`src/rtl/midi_pkg.sv`:
```
// Shared MIDI definitions: status nibbles, real-time threshold, baud rate and
// the state/event types used by the MIDI receive path.
package midi_pkg;

   localparam logic [3:0] NOTE_OFF     = 4'h8;
   localparam logic [3:0] NOTE_ON      = 4'h9;
   localparam logic [7:0] REALTIME_MIN = 8'hF8;
   localparam int         MIDI_BAUD    = 31250;

   typedef enum logic [1:0] {
      RX_IDLE,
      RX_START,
      RX_DATA,
      RX_STOP
   } rx_state_t;

   typedef enum logic [1:0] {
      WAIT_STATUS,
      WAIT_DATA1,
      WAIT_DATA2
   } parser_state_t;

   typedef struct packed {
      logic       note_on;
      logic [6:0] note;
      logic [6:0] velocity;
      logic [3:0] channel;
   } note_event_t;

   // Only note-on and note-off open a message this receiver cares about.
   function automatic logic is_note_status(input logic [7:0] b);
      return (b[7:4] == NOTE_OFF) || (b[7:4] == NOTE_ON);
   endfunction

endpackage

```
`src/rtl/uart_rx.sv`:
```
// 8N1 UART byte receiver with a 2-flop input synchronizer and mid-bit sampling.
module uart_rx
   import midi_pkg::*;
#(
   parameter int CLK_FREQ = 100_000_000,
   parameter int BAUD     = MIDI_BAUD
) (
   input  logic       clk,
   input  logic       reset,
   input  logic       rx,
   output logic       byte_valid,
   output logic [7:0] data,
   output logic       framing_error
);

   localparam int BIT_PERIOD  = CLK_FREQ / BAUD;
   localparam int HALF_PERIOD = BIT_PERIOD / 2;
   localparam int CNT_W       = $clog2(BIT_PERIOD + 1);

   logic rx_meta, rx_sync, rx_prev;

   rx_state_t        state, state_next;
   logic [CNT_W-1:0] cnt, cnt_next;
   logic [2:0]       bit_idx, bit_idx_next;
   logic [7:0]       shift, shift_next;
   logic             byte_valid_next, framing_error_next;

   // NOTE: the synchronizer resets to 1 so a released reset looks like an idle
   // line and cannot fake a start edge.
   always_ff @(posedge clk or posedge reset) begin
      if (reset) begin
         rx_meta <= 1'b1;
         rx_sync <= 1'b1;
         rx_prev <= 1'b1;
      end else begin
         rx_meta <= rx;
         rx_sync <= rx_meta;
         rx_prev <= rx_sync;
      end
   end

   // NOTE: every state element uses <= so all flops update from the same
   // pre-edge values regardless of statement order.
   always_ff @(posedge clk or posedge reset) begin
      if (reset) begin
         state         <= RX_IDLE;
         cnt           <= '0;
         bit_idx       <= '0;
         shift         <= '0;
         byte_valid    <= 1'b0;
         framing_error <= 1'b0;
      end else begin
         state         <= state_next;
         cnt           <= cnt_next;
         bit_idx       <= bit_idx_next;
         shift         <= shift_next;
         byte_valid    <= byte_valid_next;
         framing_error <= framing_error_next;
      end
   end

   // NOTE: defaults first, so no path through the case leaves a variable
   // unassigned and infers a latch.
   always_comb begin
      state_next         = state;
      cnt_next           = cnt;
      bit_idx_next       = bit_idx;
      shift_next         = shift;
      byte_valid_next    = 1'b0;
      framing_error_next = 1'b0;

      case (state)
         RX_IDLE: begin
            if (rx_prev && !rx_sync) begin
               state_next = RX_START;
               cnt_next   = CNT_W'(HALF_PERIOD - 1);
            end
         end

         RX_START: begin
            if (cnt == '0) begin
               // A start bit that is high again at mid-bit was only a glitch.
               if (rx_sync) begin
                  state_next = RX_IDLE;
               end else begin
                  state_next   = RX_DATA;
                  cnt_next     = CNT_W'(BIT_PERIOD - 1);
                  bit_idx_next = '0;
               end
            end else begin
               cnt_next = cnt - 1'b1;
            end
         end

         RX_DATA: begin
            if (cnt == '0) begin
               shift_next = {rx_sync, shift[7:1]};
               cnt_next   = CNT_W'(BIT_PERIOD - 1);
               if (bit_idx == 3'd7) begin
                  state_next = RX_STOP;
               end else begin
                  bit_idx_next = bit_idx + 3'd1;
               end
            end else begin
               cnt_next = cnt - 1'b1;
            end
         end

         RX_STOP: begin
            if (cnt == '0) begin
               state_next         = RX_IDLE;
               byte_valid_next    = rx_sync;
               framing_error_next = !rx_sync;
            end else begin
               cnt_next = cnt - 1'b1;
            end
         end

         default: state_next = RX_IDLE;
      endcase
   end

   assign data = shift;

endmodule

```
`src/rtl/midi_note_receiver.sv`:
```
// MIDI note-on/note-off receiver: UART byte stream into a running-status parser.
module midi_note_receiver
   import midi_pkg::*;
#(
   parameter int         CLK_FREQ     = 100_000_000,
   parameter int         BAUD         = MIDI_BAUD,
   parameter logic [3:0] MIDI_CHANNEL = 4'd0,
   parameter logic       OMNI         = 1'b0
) (
   input  logic       clk,
   input  logic       reset,
   input  logic       rx,
   output logic       note_valid,
   output logic       note_on,
   output logic [6:0] note,
   output logic [6:0] velocity,
   output logic [3:0] channel,
   output logic       framing_error
);

   logic       byte_valid;
   logic [7:0] rx_byte;
   logic       rx_framing_error;

   uart_rx #(
      .CLK_FREQ (CLK_FREQ),
      .BAUD     (BAUD)
   ) u_uart (
      .clk           (clk),
      .reset         (reset),
      .rx            (rx),
      .byte_valid    (byte_valid),
      .data          (rx_byte),
      .framing_error (rx_framing_error)
   );

   parser_state_t pstate, pstate_next;
   logic [7:0]    status, status_next;
   logic          status_valid, status_valid_next;
   logic [6:0]    data1, data1_next;
   logic          note_valid_next, note_on_next;
   logic [6:0]    note_next, velocity_next;
   logic [3:0]    channel_next;
   logic          channel_match;

   always_ff @(posedge clk or posedge reset) begin
      if (reset) begin
         pstate       <= WAIT_STATUS;
         status       <= '0;
         status_valid <= 1'b0;
         data1        <= '0;
         note_valid   <= 1'b0;
         note_on      <= 1'b0;
         note         <= '0;
         velocity     <= '0;
         channel      <= '0;
      end else begin
         pstate       <= pstate_next;
         status       <= status_next;
         status_valid <= status_valid_next;
         data1        <= data1_next;
         note_valid   <= note_valid_next;
         note_on      <= note_on_next;
         note         <= note_next;
         velocity     <= velocity_next;
         channel      <= channel_next;
      end
   end

   assign channel_match = OMNI || (status[3:0] == MIDI_CHANNEL);

   always_comb begin
      pstate_next       = pstate;
      status_next       = status;
      status_valid_next = status_valid;
      data1_next        = data1;
      note_valid_next   = 1'b0;
      note_on_next      = note_on;
      note_next         = note;
      velocity_next     = velocity;
      channel_next      = channel;

      if (rx_framing_error) begin
         pstate_next       = WAIT_STATUS;
         status_valid_next = 1'b0;
      end else if (byte_valid) begin
         if (rx_byte >= REALTIME_MIN) begin
            // Real-time bytes may interleave anywhere and leave the parser untouched.
            pstate_next = pstate;
         end else if (rx_byte[7]) begin
            if (is_note_status(rx_byte)) begin
               status_next       = rx_byte;
               status_valid_next = 1'b1;
               pstate_next       = WAIT_DATA1;
            end else begin
               status_valid_next = 1'b0;
               pstate_next       = WAIT_STATUS;
            end
         end else begin
            case (pstate)
               WAIT_STATUS: begin
                  if (status_valid) begin
                     data1_next  = rx_byte[6:0];
                     pstate_next = WAIT_DATA2;
                  end
               end

               WAIT_DATA1: begin
                  data1_next  = rx_byte[6:0];
                  pstate_next = WAIT_DATA2;
               end

               WAIT_DATA2: begin
                  pstate_next = WAIT_DATA1;
                  if (channel_match) begin
                     note_valid_next = 1'b1;
                     note_next       = data1;
                     velocity_next   = rx_byte[6:0];
                     channel_next    = status[3:0];
                     note_on_next    = (status[7:4] == NOTE_ON) && (rx_byte[6:0] != 7'd0);
                  end
               end

               default: pstate_next = WAIT_STATUS;
            endcase
         end
      end
   end

   assign framing_error = rx_framing_error;

endmodule

```
`config.mk`:
```
export PLATFORM = sky130hd
export DESIGN_NAME = midi_note_receiver
export DESIGN_NICKNAME = d
export VERILOG_FILES = /design/src/rtl/midi_pkg.sv /design/src/rtl/uart_rx.sv /design/src/rtl/midi_note_receiver.sv
export SDC_FILE = /design/constraint.sdc
export NUM_CORES = 1
export LEC_CHECK = 0
export CORE_MARGIN = 2
export CORE_UTILIZATION = 55
export DETAILED_ROUTE_END_ITERATION = 10
export HOLD_SLACK_MARGIN = 0.05
export PLACE_DENSITY_LB_ADDON = 0.25
export SLEW_MARGIN = 0
export SYNTH_ARGS = -nofsm -noshare
export SYNTH_HDL_FRONTEND = slang
export SYNTH_SLANG_ARGS = --single-unit
```
`constraint.sdc`:
```
create_clock -name clk -period 4.1 [get_ports clk]
set_input_delay 0.82 -clock clk [delete_from_list [all_inputs] [get_ports clk]]
set_output_delay 0.82 -clock clk [all_outputs]
set_load 0.1 [all_outputs]
```
== Word level (Yosys, flattened, before mapping) ==
Index checks and enable logic that the tools add are counted.

* Add/sub/neg operators: 2
* $lt $le $gt $ge: 1
* Equal/unequal tests: 21
* Mux-type cells: 42
* Bitwise logic cells: 3
* Reductions and logical operators: 22

{| class="wikitable"
|+ Operators with widths
! kind !! count
|-
| $mux 12 || 5
|-
| $pmux 12 s4 || 1
|-
| $mux 2 || 11
|-
| $mux 1 || 16
|-
| $reduce_and 5->1 || 3
|-
| $pmux 7 s2 || 1
|-
| $eq 4x4->1 const B || 3
|-
| $logic_not 12->1 || 1
|-
| $mux 3 || 4
|-
| $ne 2x1->1 const B || 6
|-
| $reduce_and 6->1 || 2
|-
| $sub 12x1->12 const B || 1
|-
| $reduce_and 3->1 || 3
|-
| $ge 8x8->1 const B || 1
|-
| $ne 2x2->1 const B || 4
|-
| $pmux 2 s4 || 1
|-
| $reduce_bool 2->1 || 4
|-
| $mux 7 || 1
|-
| $reduce_bool 7->1 || 1
|-
| $eq 2x2->1 const B || 3
|-
| $pmux 2 s3 || 1
|-
| $pmux 3 s2 || 1
|-
| $eq 2x1->1 const B || 2
|-
| $logic_not 2->1 || 2
|-
| 10 further kinds || 13
|}

* Register bits: 68
* Input bits: 3
* Output and inout port bits: 21
* Logic and storage cells: 109

== Logic depth before layout (Yosys ltp) ==
Gate-level depths: netlist of the first run.

* Depth after elaboration: 7
* Depth in mapped cells: 8
* Mapped depth without buffers: 7

== Hierarchy ==
A second synthesis of the first run with hierarchy kept.

* Cells, all modules: 261
* Area, all modules: 3160.5 µm²

{| class="wikitable"
|+ By module, submodules not included
! module !! instances !! cells an instance !! area each (µm²)
|-
| uart_rx || 1 || 161 || 1672.9
|-
| midi_note_receiver || 1 || 100 || 1487.7
|}

== Worst setup path before layout of the first run ==
OpenSTA, ideal clock, no wires.

* Path kind: register -> register
* From: reg u_uart.cnt[0]
* To: reg u_uart.cnt[9]
* Setup time: 126 ps
* Data arrival time: 2199 ps
* Data required time: 3974 ps
* Slack: 1775 ps
* Cell stages (with the launch flop): 9
* Clock period less this slack: 2325 ps
* Cells stage by stage: dfrtp_1 inv_1 ha_1 or3b_2 or4_1 buf_2 a21oi_2 a21oi_1 o32a_1

* Word-level cells in the longest chain between the ends: 3
* Elaborated cells on any way between the ends: 9
* Those cells by class: 1 x add/sub; 2 x eq/ne; 4 x mux; 2 x reduce/logical

{| class="wikitable"
|+ Ends and longest elaborated chain
! item !! line !! text
|-
| start: declaration || uart_rx.sv:23 || <nowiki>logic [CNT_W-1:0] cnt, cnt_next;</nowiki>
|-
| start signal: assignment || uart_rx.sv:54 || <nowiki>cnt <= cnt_next;</nowiki>
|-
| $sub 12x1->12 / $logic_not 12->1 (equally long branches) || -- ||
|-
| $mux 12 (tied with other cells) || uart_rx.sv:110 || <nowiki>if (cnt == '0) begin</nowiki>
|-
| $pmux 12 s4 / $reduce_and 3->1 (equally long branches) || -- ||
|}

Parallel ways exist; a longest one is shown, timed or not. The select of a mux whose other input is x is not followed.
A chain may end at the register's enable or synchronous reset.

==> results.sh, run 1 <==
export IMPL_ys_seq_area_share_pct=56.3
export IMPL_setup_viol=0
export IMPL_antenna_left=0
export IMPL_drv_slew=0
export IMPL_grt_overflow=0
export IMPL_timing_rr_start="u_uart.cnt[0]"
export IMPL_ioPinCount=24
export IMPL_worstSetupPathType="reg2reg"
export IMPL_postCtsHoldBufs=0
export IMPL_hold_viol=0
export IMPL_path_max_fanout=12
export IMPL_core_area_um2=5410
export IMPL_power_density_nw_per_um2=556
export IMPL_cts_max_path_buffers=2
export IMPL_clk_pin_slew_ns=0.07
export IMPL_slowest_stage="nor4_2"
export IMPL_start_util_pct=56.0
export IMPL_whs_endpoint="u_uart.rx_sync"
export IMPL_rsz0062_at_grt="false"
export IMPL_numCtsBuffers=9
export IMPL_first_pass_iters=4
export IMPL_nets=309
export IMPL_die_height_um=78.2
export IMPL_dp_cells=359
export IMPL_drv_cap=0
export IMPL_grt_pass1_wl_um=9670
export IMPL_relSlewSlack_pct=33.4
export IMPL_grt_use_total_pct=20.5
export IMPL_drive_gt1_share_pct=18.2
export IMPL_post_cts_setup_buffers=0
export IMPL_worst_slack_ns=1.26
export IMPL_die_area_um2=6110
export IMPL_p_leak_nw=1.71
export IMPL_slowest_delay_ns=0.73
export IMPL_synth_edf_count=0
export IMPL_tns_ns=0
export IMPL_rows=27
export IMPL_die_w_um=78.2
export IMPL_synth_cells=270
export IMPL_ys_flop_type="dfrtp_1"
export IMPL_portBuffers=23
export IMPL_avgSynthCellArea_um2=11.2
export IMPL_most_common_layout_cells="dfrtp_1, nand2_1, mux2_2"
export IMPL_r2r_slack_ns=1.26
export IMPL_whs_ns=0.356
export IMPL_hold_depth=0
export IMPL_post_route_drc_count=0
export IMPL_hold_start="u_uart.rx_meta"
export IMPL_ff2ff_path_depth=7
export IMPL_syn2layout_area_growth_pct=16.7
export IMPL_crit_path_start_kind="flip-flop"
export IMPL_wirelength_um=5440
export IMPL_cp_arrival_ns=3.11
export IMPL_cts_resized=0
export IMPL_clock_sinks=68
export IMPL_avgRoutedWirePerCell_um=14.5
export IMPL_max_freq_mhz=352
export IMPL_cts_tree="yes"
export IMPL_worstSetupEndpointType="flip-flop"
export IMPL_n_antenna_cell=0
export IMPL_vias=2061
export IMPL_placed_cell_area_um2=3330
export IMPL_synth_nets=281
export IMPL_finalClockSkew_ns=0.0120
export IMPL_layout_commonest_cell="dfrtp_1"
export IMPL_outcome="finished clean"
export IMPL_final_area_um2=3530
export IMPL_post_route_period_util_pct=69.2
export IMPL_grt_max_degree=29
export IMPL_critPathTopFamily="simple AND/OR/NAND/NOR gates"
export IMPL_dp_slack_ns=1.27
export IMPL_fin_cells=375
export IMPL_fillers=452
export IMPL_path_cells="inv_1, ha_1, or3b_2, nor4_2, o21ai_0, a211oi_1, mux2i_1"
export IMPL_peakVddDrop_mv=0.479
export IMPL_cp_required_ns=4.37
export IMPL_worstMarginPinSlew_ns=0.996
export IMPL_syn_area_um2=3030
export IMPL_grt_pass1_vias=2067
export IMPL_async_flop_share_pct=100
export IMPL_hold_class="reg2reg"
export IMPL_drtIter0Drc=95
export IMPL_ys_seq_elements=68
export IMPL_layout_min_cycle_time_ns=2.84
export IMPL_path_buf_inv=1
export IMPL_cts_max_level=3
export IMPL_gp_congestion=0.852
export IMPL_worst_skew_pair_late_latency_ns=0.35
export IMPL_synth_cell_types=44
export IMPL_dp_hpwl_um=3800
export IMPL_avgViaCountPerCell=5.50
export IMPL_cts_root_buffer="clkbuf_8"
export IMPL_antenna_found_initial=0
export IMPL_yosysWarnings=0
-- routing by layer --
layer / vias to the layer above / routed length [um] / global-route usage [%] / share of wire [%]
met5: - / 0 / 0 / 0
met4: 0 / 159 / 12.5 / 2.9
met3: 16 / 155 / 3.56 / 2.9
met2: 38 / 2630 / 32.8 / 48
met1: 997 / 2490 / 26.1 / 46
li1: 1010 / - / - / -
-- cells in the mapped netlist, types with 2 or more instances --
library cell / number / area [um^2]
o22a_1: 5 / 43.8
nand2b_1: 2 / 12.5
and2_1: 6 / 37.5
nor3_1: 6 / 30.0
buf_2: 3 / 15.0
o21ai_0: 6 / 30.0
mux2_2: 27 / 304
a211oi_1: 2 / 15.0
ha_1: 8 / 100
nand3_1: 3 / 15.0
or4_1: 2 / 15.0
dfrtp_1: 65 / 1630
nand4_1: 5 / 31.3
a21o_1: 3 / 22.5
nor4_1: 2 / 12.5
clkbuf_1: 4 / 15.0
mux2i_1: 2 / 20.0
a22o_1: 6 / 52.6
inv_1: 9 / 33.8
or3_1: 4 / 25.0
dfstp_2: 3 / 78.8
a21oi_1: 15 / 75.1
o21a_1: 6 / 45.0
nor2_1: 21 / 78.8
nand2_1: 35 / 131
o32a_1: 2 / 20.0
-- worst max path at each step --
stage,startpoint,to,depth (start not counted)
final,u_uart.cnt[0],flip-flop,7
after global routing,u_uart.cnt[0],flip-flop,7
after CTS,u_uart.cnt[0],flip-flop,7
after detailed placement,u_uart.cnt[0],u_uart.cnt[5],7
after global placement,u_uart.cnt[0],u_uart.cnt[5],7
after floorplan,reset,asynchronous set/reset pin,1
-- final cells by class --
cell class | instances | area, um^2 | area share [%]
Sequential cell | 68 | 1710 | 48.3
Multi-Input combinational cell | 184 | 1250 | 35.4
Timing Repair Buffer | 25 | 245 | 6.95
Clock buffer | 12 | 155 | 4.39
Tap cell | 72 | 90.1 | 2.55
Clock inverter | 4 | 47.5 | 1.35
Inverter | 10 | 37.5 | 1.06
-- registers in the layout, indices dropped and copies added, names as in the netlist, 2 cells and up, named ones only --
name and flops:
channel 4, u_uart.cnt 12, note 7, data1 7, u_uart.data 8, status 8, velocity 7, u_uart.bit_idx 3
pstate 2
-- power breakdown --
group | switching, mW | total (mW) | internal [mW]
clock network | 0.251 | 0.563 | 0.312
registers | 0.0702 | 0.811 | 0.741
logic | 0.341 | 0.589 | 0.248
total | 0.662 | 1.96 | 1.30
-- cells by family after synthesis --
family / count (synthesis) / synth area share (%)
flops: 68 / 56.3
compound gates: 54 / 12.5
fa+ha+maj: 8 / 3.31
buf+inv: 18 / 2.36
mux: 29 / 10.7
simple gates: 93 / 14.8
-- worst reg2reg max path, stage by stage (launching register included) --
cell and delay [ns]:
dfrtp_1 0.41, inv_1 0.12, ha_1 0.17, or3b_2 0.46, nor4_2 0.73, o21ai_0 0.27, a211oi_1 0.36, mux2i_1 0.23
-- stage by stage --
| stage | utilization, % | power, mW |
|---|---|---|
| after detailed placement | 61.6 | 1.41 |
| final | 65.3 | 1.96 |
| after global placement | 61.6 | 1.39 |
| after CTS | 65.3 | 1.97 |
| after floorplan | - | 1.29 |
| after global routing | 65.3 | 2.09 |
Note: power is estimated with default switching activity, not from simulation.
==> run 2, diff against run 1 <==
clock period = 2.65 ns   (was 4.1 ns; I/O delays follow)
==> results.sh, run 2 (synthesis results as in run 1) <==
export IMPL_rows=27
export IMPL_hold_start="u_uart.rx_meta"
export IMPL_avgRoutedWirePerCell_um=14.3
export IMPL_outcome="finished clean"
export IMPL_p_leak_nw=1.76
export IMPL_regMostFlops="u_uart.cnt"
export IMPL_hold_depth=0
export IMPL_worstSetupEndpointType="flip-flop"
export IMPL_numCtsBuffers=9
export IMPL_postCtsHoldBufs=0
export IMPL_grt_overflow=0
export IMPL_cts_tree="yes"
export IMPL_most_common_layout_cells="dfrtp_1, nand2_1, mux2_2"
export IMPL_critPathTopFamily="simple AND/OR/NAND/NOR gates"
export IMPL_die_w_um=78.2
export IMPL_seq_area_um2=1710
export IMPL_cts_root_buffer="clkbuf_8"
export IMPL_die_area_um2=6110
export IMPL_ioPinCount=24
export IMPL_avgViaCountPerCell=5.59
export IMPL_timing_rr_start="u_uart.cnt[0]"
export IMPL_ff2ff_path_depth=7
export IMPL_post_cts_setup_buffers=0
export IMPL_path_buf_inv=1
export IMPL_reg2reg_to="u_uart.cnt[9]"
export IMPL_worstMarginPinSlew_ns=0.625
export IMPL_max_freq_mhz=400
export IMPL_n_antenna_cell=0
export IMPL_clk_pin_slew_ns=0.07
export IMPL_antenna_left=0
export IMPL_vias=2119
export IMPL_antenna_found_initial=0
export IMPL_first_pass_iters=4
export IMPL_cts_max_level=3
export IMPL_drive_gt1_share_pct=26.4
export IMPL_layout_min_cycle_time_ns=2.50
export IMPL_grt_use_total_pct=19.7
export IMPL_cts_max_path_buffers=2
export IMPL_rsz0062_at_grt="false"
export IMPL_dp_hpwl_um=3850
export IMPL_whs_endpoint="u_uart.rx_sync"
export IMPL_worst_skew_pair_late_latency_ns=0.34
export IMPL_cts_resized=0
export IMPL_path_cells="inv_1, ha_1, or3b_2, or4_1, a21oi_2, a21oi_1, o32a_1"
export IMPL_drv_slew=0
export IMPL_post_route_period_util_pct=94.4
export IMPL_start_util_pct=56.0
export IMPL_wirelength_um=5400
export IMPL_drtIter0Drc=72
export IMPL_hold_class="reg2reg"
export IMPL_final_util_pct=65.1
export IMPL_drv_cap=0
export IMPL_slowest_delay_ns=0.66
export IMPL_setup_viol=0
export IMPL_portBuffers=23
export IMPL_power_mw=3.05
export IMPL_grt_max_degree=33
export IMPL_cp_arrival_ns=2.72
export IMPL_grt_pass1_vias=2083
export IMPL_gp_congestion=0.850
export IMPL_worstSetupPathType="reg2reg"
export IMPL_nets=313
export IMPL_core_area_um2=5410
export IMPL_slowest_stage="or4_1"
export IMPL_hold_viol=0
export IMPL_finalClockSkew_ns=0.00614
export IMPL_cp_required_ns=2.87
export IMPL_crit_path_start_kind="flip-flop"
export IMPL_path_max_fanout=8
export IMPL_fillers=451
export IMPL_largest_reg_flops=12
export IMPL_clock_sinks=68
export IMPL_peakVddDrop_mv=0.604
export IMPL_layout_commonest_cell="dfrtp_1"
export IMPL_syn2layout_area_growth_pct=16.2
export IMPL_multi_input_area_um2=1250
export IMPL_grt_pass1_wl_um=9430
export IMPL_r2r_slack_ns=0.15
export IMPL_tns_ns=0
export IMPL_post_route_drc_count=0
export IMPL_relSlewSlack_pct=58.3
export IMPL_die_height_um=78.2
export IMPL_power_density_nw_per_um2=867
[run 2: routing by layer]
metal / wire (um) / GRT usage (%) / part of all wire (%) / vias up
met5: 0 / 0 / 0 / -
met2: 2660 / 34.1 / 49 / 34
li1: - / - / - / 1025
met4: 127 / 9.65 / 2.4 / 0
met3: 152 / 4.02 / 2.8 / 13
met1: 2470 / 23.5 / 46 / 1047
[run 2: per-stage QoR]
stage,cells,hold WS [ns],area (um^2),setup WS (ns)
6_report,379,0.359,3520,0.149
5_1_grt,379,0.368,3520,0.0379
4_1_cts,379,0.359,3520,0.145
3_5_place_dp,363,0.348,3320,0.154
3_3_place_gp,363,0.347,3320,0.195
2_1_floorplan,270,0.345,3030,0.325
[run 2: cell type report]
class | instances | share of cell area, %
flip-flops and latches | 68 | 48.5
multi-input cells | 184 | 35.5
repair buffers | 29 | 6.69
clock buffers | 9 | 3.52
well taps | 72 | 2.56
clock inverters | 7 | 2.13
inverters | 10 | 1.07
[run 2: power by group]
group / internal [mW] / switching [mW] / leakage [nW]
Combinational: 0.407 / 0.538 / 0.754
Clock: 0.439 / 0.409 / 0.0923
Sequential: 1.15 / 0.110 / 0.919
[run 2: worst reg2reg max path, cell delays in order (launching register included)]
cell,delay (ns)
dfrtp_1,0.41
inv_1,0.13
ha_1,0.17
or3b_2,0.46
or4_1,0.66
a21oi_2,0.23
a21oi_1,0.05
o32a_1,0.28
[run 2: worst max-delay path by stage]
stage	cells past startpoint	endpoint	slack, ns	start
after floorplan	8	u_uart.cnt[9]	0.33	u_uart.cnt[0]
after global placement	7	u_uart.cnt[9]	0.19	u_uart.cnt[0]
after detailed placement	7	u_uart.cnt[9]	0.15	u_uart.cnt[0]
after CTS	7	u_uart.cnt[9]	0.14	u_uart.cnt[0]
after global routing	7	u_uart.cnt[9]	0.04	u_uart.cnt[0]
final	7	u_uart.cnt[9]	0.15	u_uart.cnt[0]
==> run 3, diff against run 2 <==
ABC_AREA = 1   (was not set)
==> results.sh, run 3 <==
export IMPL_outcome="finished clean"
export IMPL_tns_ns=0
export IMPL_rows=28
export IMPL_drv_slew=0
export IMPL_hold_class="reg2reg"
export IMPL_p_leak_nw=1.99
export IMPL_power_switching_mw=1.18
export IMPL_layout_min_cycle_time_ns=1.71
export IMPL_post_route_drc_count=0
export IMPL_highest_layer="met4"
export IMPL_max_freq_mhz=585
export IMPL_worst_skew_pair_late_latency_ns=0.34
export IMPL_die_height_um=81.4
export IMPL_postCtsHoldBufs=0
export IMPL_placed_cell_area_um2=3540
export IMPL_p_comb_share_pct=31.1
export IMPL_crit_path_start_kind="flip-flop"
export IMPL_start_util_pct=56.4
export IMPL_hold_viol=0
export IMPL_power_density_nw_per_um2=844
export IMPL_antenna_left=0
export IMPL_post_cts_setup_buffers=0
export IMPL_syn2layout_area_growth_pct=14.3
export IMPL_cts_root_buffer="clkbuf_8"
export IMPL_drive_gt1_share_pct=16.9
export IMPL_grt_overflow=0
export IMPL_antenna_found_initial=0
export IMPL_cp_arrival_ns=1.94
export IMPL_drtIter0Drc=167
export IMPL_synth_area_top_cells="dfrtp_1, nand2_1, inv_1"
export IMPL_ys_flop_type="dfrtp_1"
export IMPL_route_met3_wl_um=237
export IMPL_largest_reg_flops=12
export IMPL_ys_seq_elements=68
export IMPL_seqPwrFrac_pct=38.9
export IMPL_syn_area_um2=3300
export IMPL_power_mw=3.18
export IMPL_finalClockSkew_ns=0.0101
export IMPL_synth_edf_count=0
export IMPL_rsz0062_at_grt="false"
export IMPL_core_area_um2=5850
export IMPL_grt_pass1_vias=2353
export IMPL_yosysTopAreaCell="dfrtp_1"
export IMPL_portBuffers=23
export IMPL_p_int_mw=2.00
export IMPL_pwr_share_clk_pct=30.0
export IMPL_worstSetupEndpointType="flip-flop"
export IMPL_clock_sinks=68
export IMPL_peakVddDrop_mv=0.581
export IMPL_most_common_layout_cells="nand2_1, dfrtp_1, inv_1"
export IMPL_grt_max_degree=32
export IMPL_grt_pass1_wl_um=10600
export IMPL_path_max_fanout=16
export IMPL_cp_required_ns=2.88
export IMPL_fillers=493
export IMPL_layout_commonest_cell="nand2_1"
export IMPL_worstMarginPinSlew_ns=0.583
export IMPL_clk_pin_slew_ns=0.07
export IMPL_grt_use_total_pct=21.5
export IMPL_yosysWarnings=0
export IMPL_cts_max_path_buffers=2
export IMPL_final_area_um2=3770
export IMPL_wirelength_um=6310
export IMPL_async_flop_share_pct=100
export IMPL_synth_most_common_cell="nand2_1"
export IMPL_wl_met2_um=3040
export IMPL_vias=2535
export IMPL_avgRoutedWirePerCell_um=12.6
export IMPL_avgSynthCellArea_um2=8.43
export IMPL_cts_resized=0
export IMPL_first_pass_iters=4
export IMPL_avgViaCountPerCell=5.07
export IMPL_synth_cells=391
export IMPL_met1_length_um=2880
export IMPL_yosys_area_top_type_share_pct=49.3
export IMPL_ioPinCount=24
export IMPL_die_area_um2=6630
export IMPL_ys_seq_area_share_pct=51.7
export IMPL_cts_tree="yes"
export IMPL_relSlewSlack_pct=61.1
export IMPL_cts_max_level=3
export IMPL_die_w_um=81.4
export IMPL_gp_congestion=0.900
export IMPL_synth_cell_types=35
export IMPL_numCtsBuffers=9
export IMPL_n_antenna_cell=0
export IMPL_drv_cap=0
export IMPL_dp_hpwl_um=4610
export IMPL_regMostFlops="u_uart.cnt"
export IMPL_final_util_pct=64.4
export IMPL_nets=431
export IMPL_post_route_period_util_pct=64.5
export IMPL_worstSetupPathType="reg2reg"
export IMPL_setup_viol=0
export IMPL_synth_nets=402
export IMPL_netlist_top_cells_count="nand2_1, dfrtp_1, inv_1"
export IMPL_swShare_pct=37.0
## run 3: cell types whose count changed after synthesis, moves of 7 or more
cell     change
nand2_1     +90
inv_1       +37
mux2_2      -27
nand3_1     +18
o21ai_0     +17
nor2_1      +12
o21ai_2      +7
## run 3: cells by family after synthesis
kind of cell / Yosys count / synth area share, %
simple gates: 207 / 28.6
flops: 68 / 51.7
buf+inv: 58 / 7.51
compound gates: 48 / 8.62
fa+ha+maj: 8 / 3.04
xor+xnor: 2 / 0.531
## run 3: final timing paths
kind                                startpoint             end  slack (ns)  cells past startpoint
max in group asynchronous                reset         note[2]        1.49                      3
worst min register to register  u_uart.rx_meta  u_uart.rx_sync        0.36                      0
worst min-delay path            u_uart.rx_meta  u_uart.rx_sync        0.36                      0
min in group asynchronous                reset       pstate[0]        0.56                      2
worst max register to register   u_uart.cnt[0]  u_uart.data[0]        0.94                      7
worst max-delay path             u_uart.cnt[0]  u_uart.data[0]        0.94                      7
## run 3: cell type report
type	instances	area (um^2)	area share, %
Tap cell	75	93.8	2.49
Timing Repair Buffer	25	205	5.45
Clock buffer	10	138	3.65
Clock inverter	6	87.6	2.32
Inverter	51	194	5.15
Sequential cell	68	1710	45.3
Multi-Input combinational cell	265	1340	35.7
## run 3: metal layers
layer	global-route usage (%)	vias to the layer above
li1	-	1293
met1	27.1	1166
met2	34.8	57
met3	5.27	19
met4	9.83	0
met5	0	-
## run 3: per-stage QoR
step / hold slack, ns / instances / worst slack (ns)
floorplan: 0.345 / 391 / 0.413
finish: 0.359 / 500 / 0.939
CTS: 0.360 / 500 / 0.947
detailed placement: 0.350 / 484 / 0.971
global route: 0.361 / 500 / 0.771
global placement: 0.349 / 484 / 1.02
## run 3: critical path: stages (launching register included)
cell and delay (ns):
dfrtp_1 0.38, inv_1 0.18, ha_1 0.21, inv_1 0.06, nor2_1 0.24, nand4_4 0.31, nand2_1 0.17, o21ai_2 0.06
## run 3: power groups by stage
stage | logic [mW] | registers, mW | clock network [mW]
after floorplan | 0.791 | 1.23 | 0
after global placement | 0.961 | 1.25 | 0
after detailed placement | 0.975 | 1.26 | 0
after CTS | 0.987 | 1.24 | 0.969
after global routing | 1.13 | 1.25 | 1.02
final | 0.987 | 1.24 | 0.954
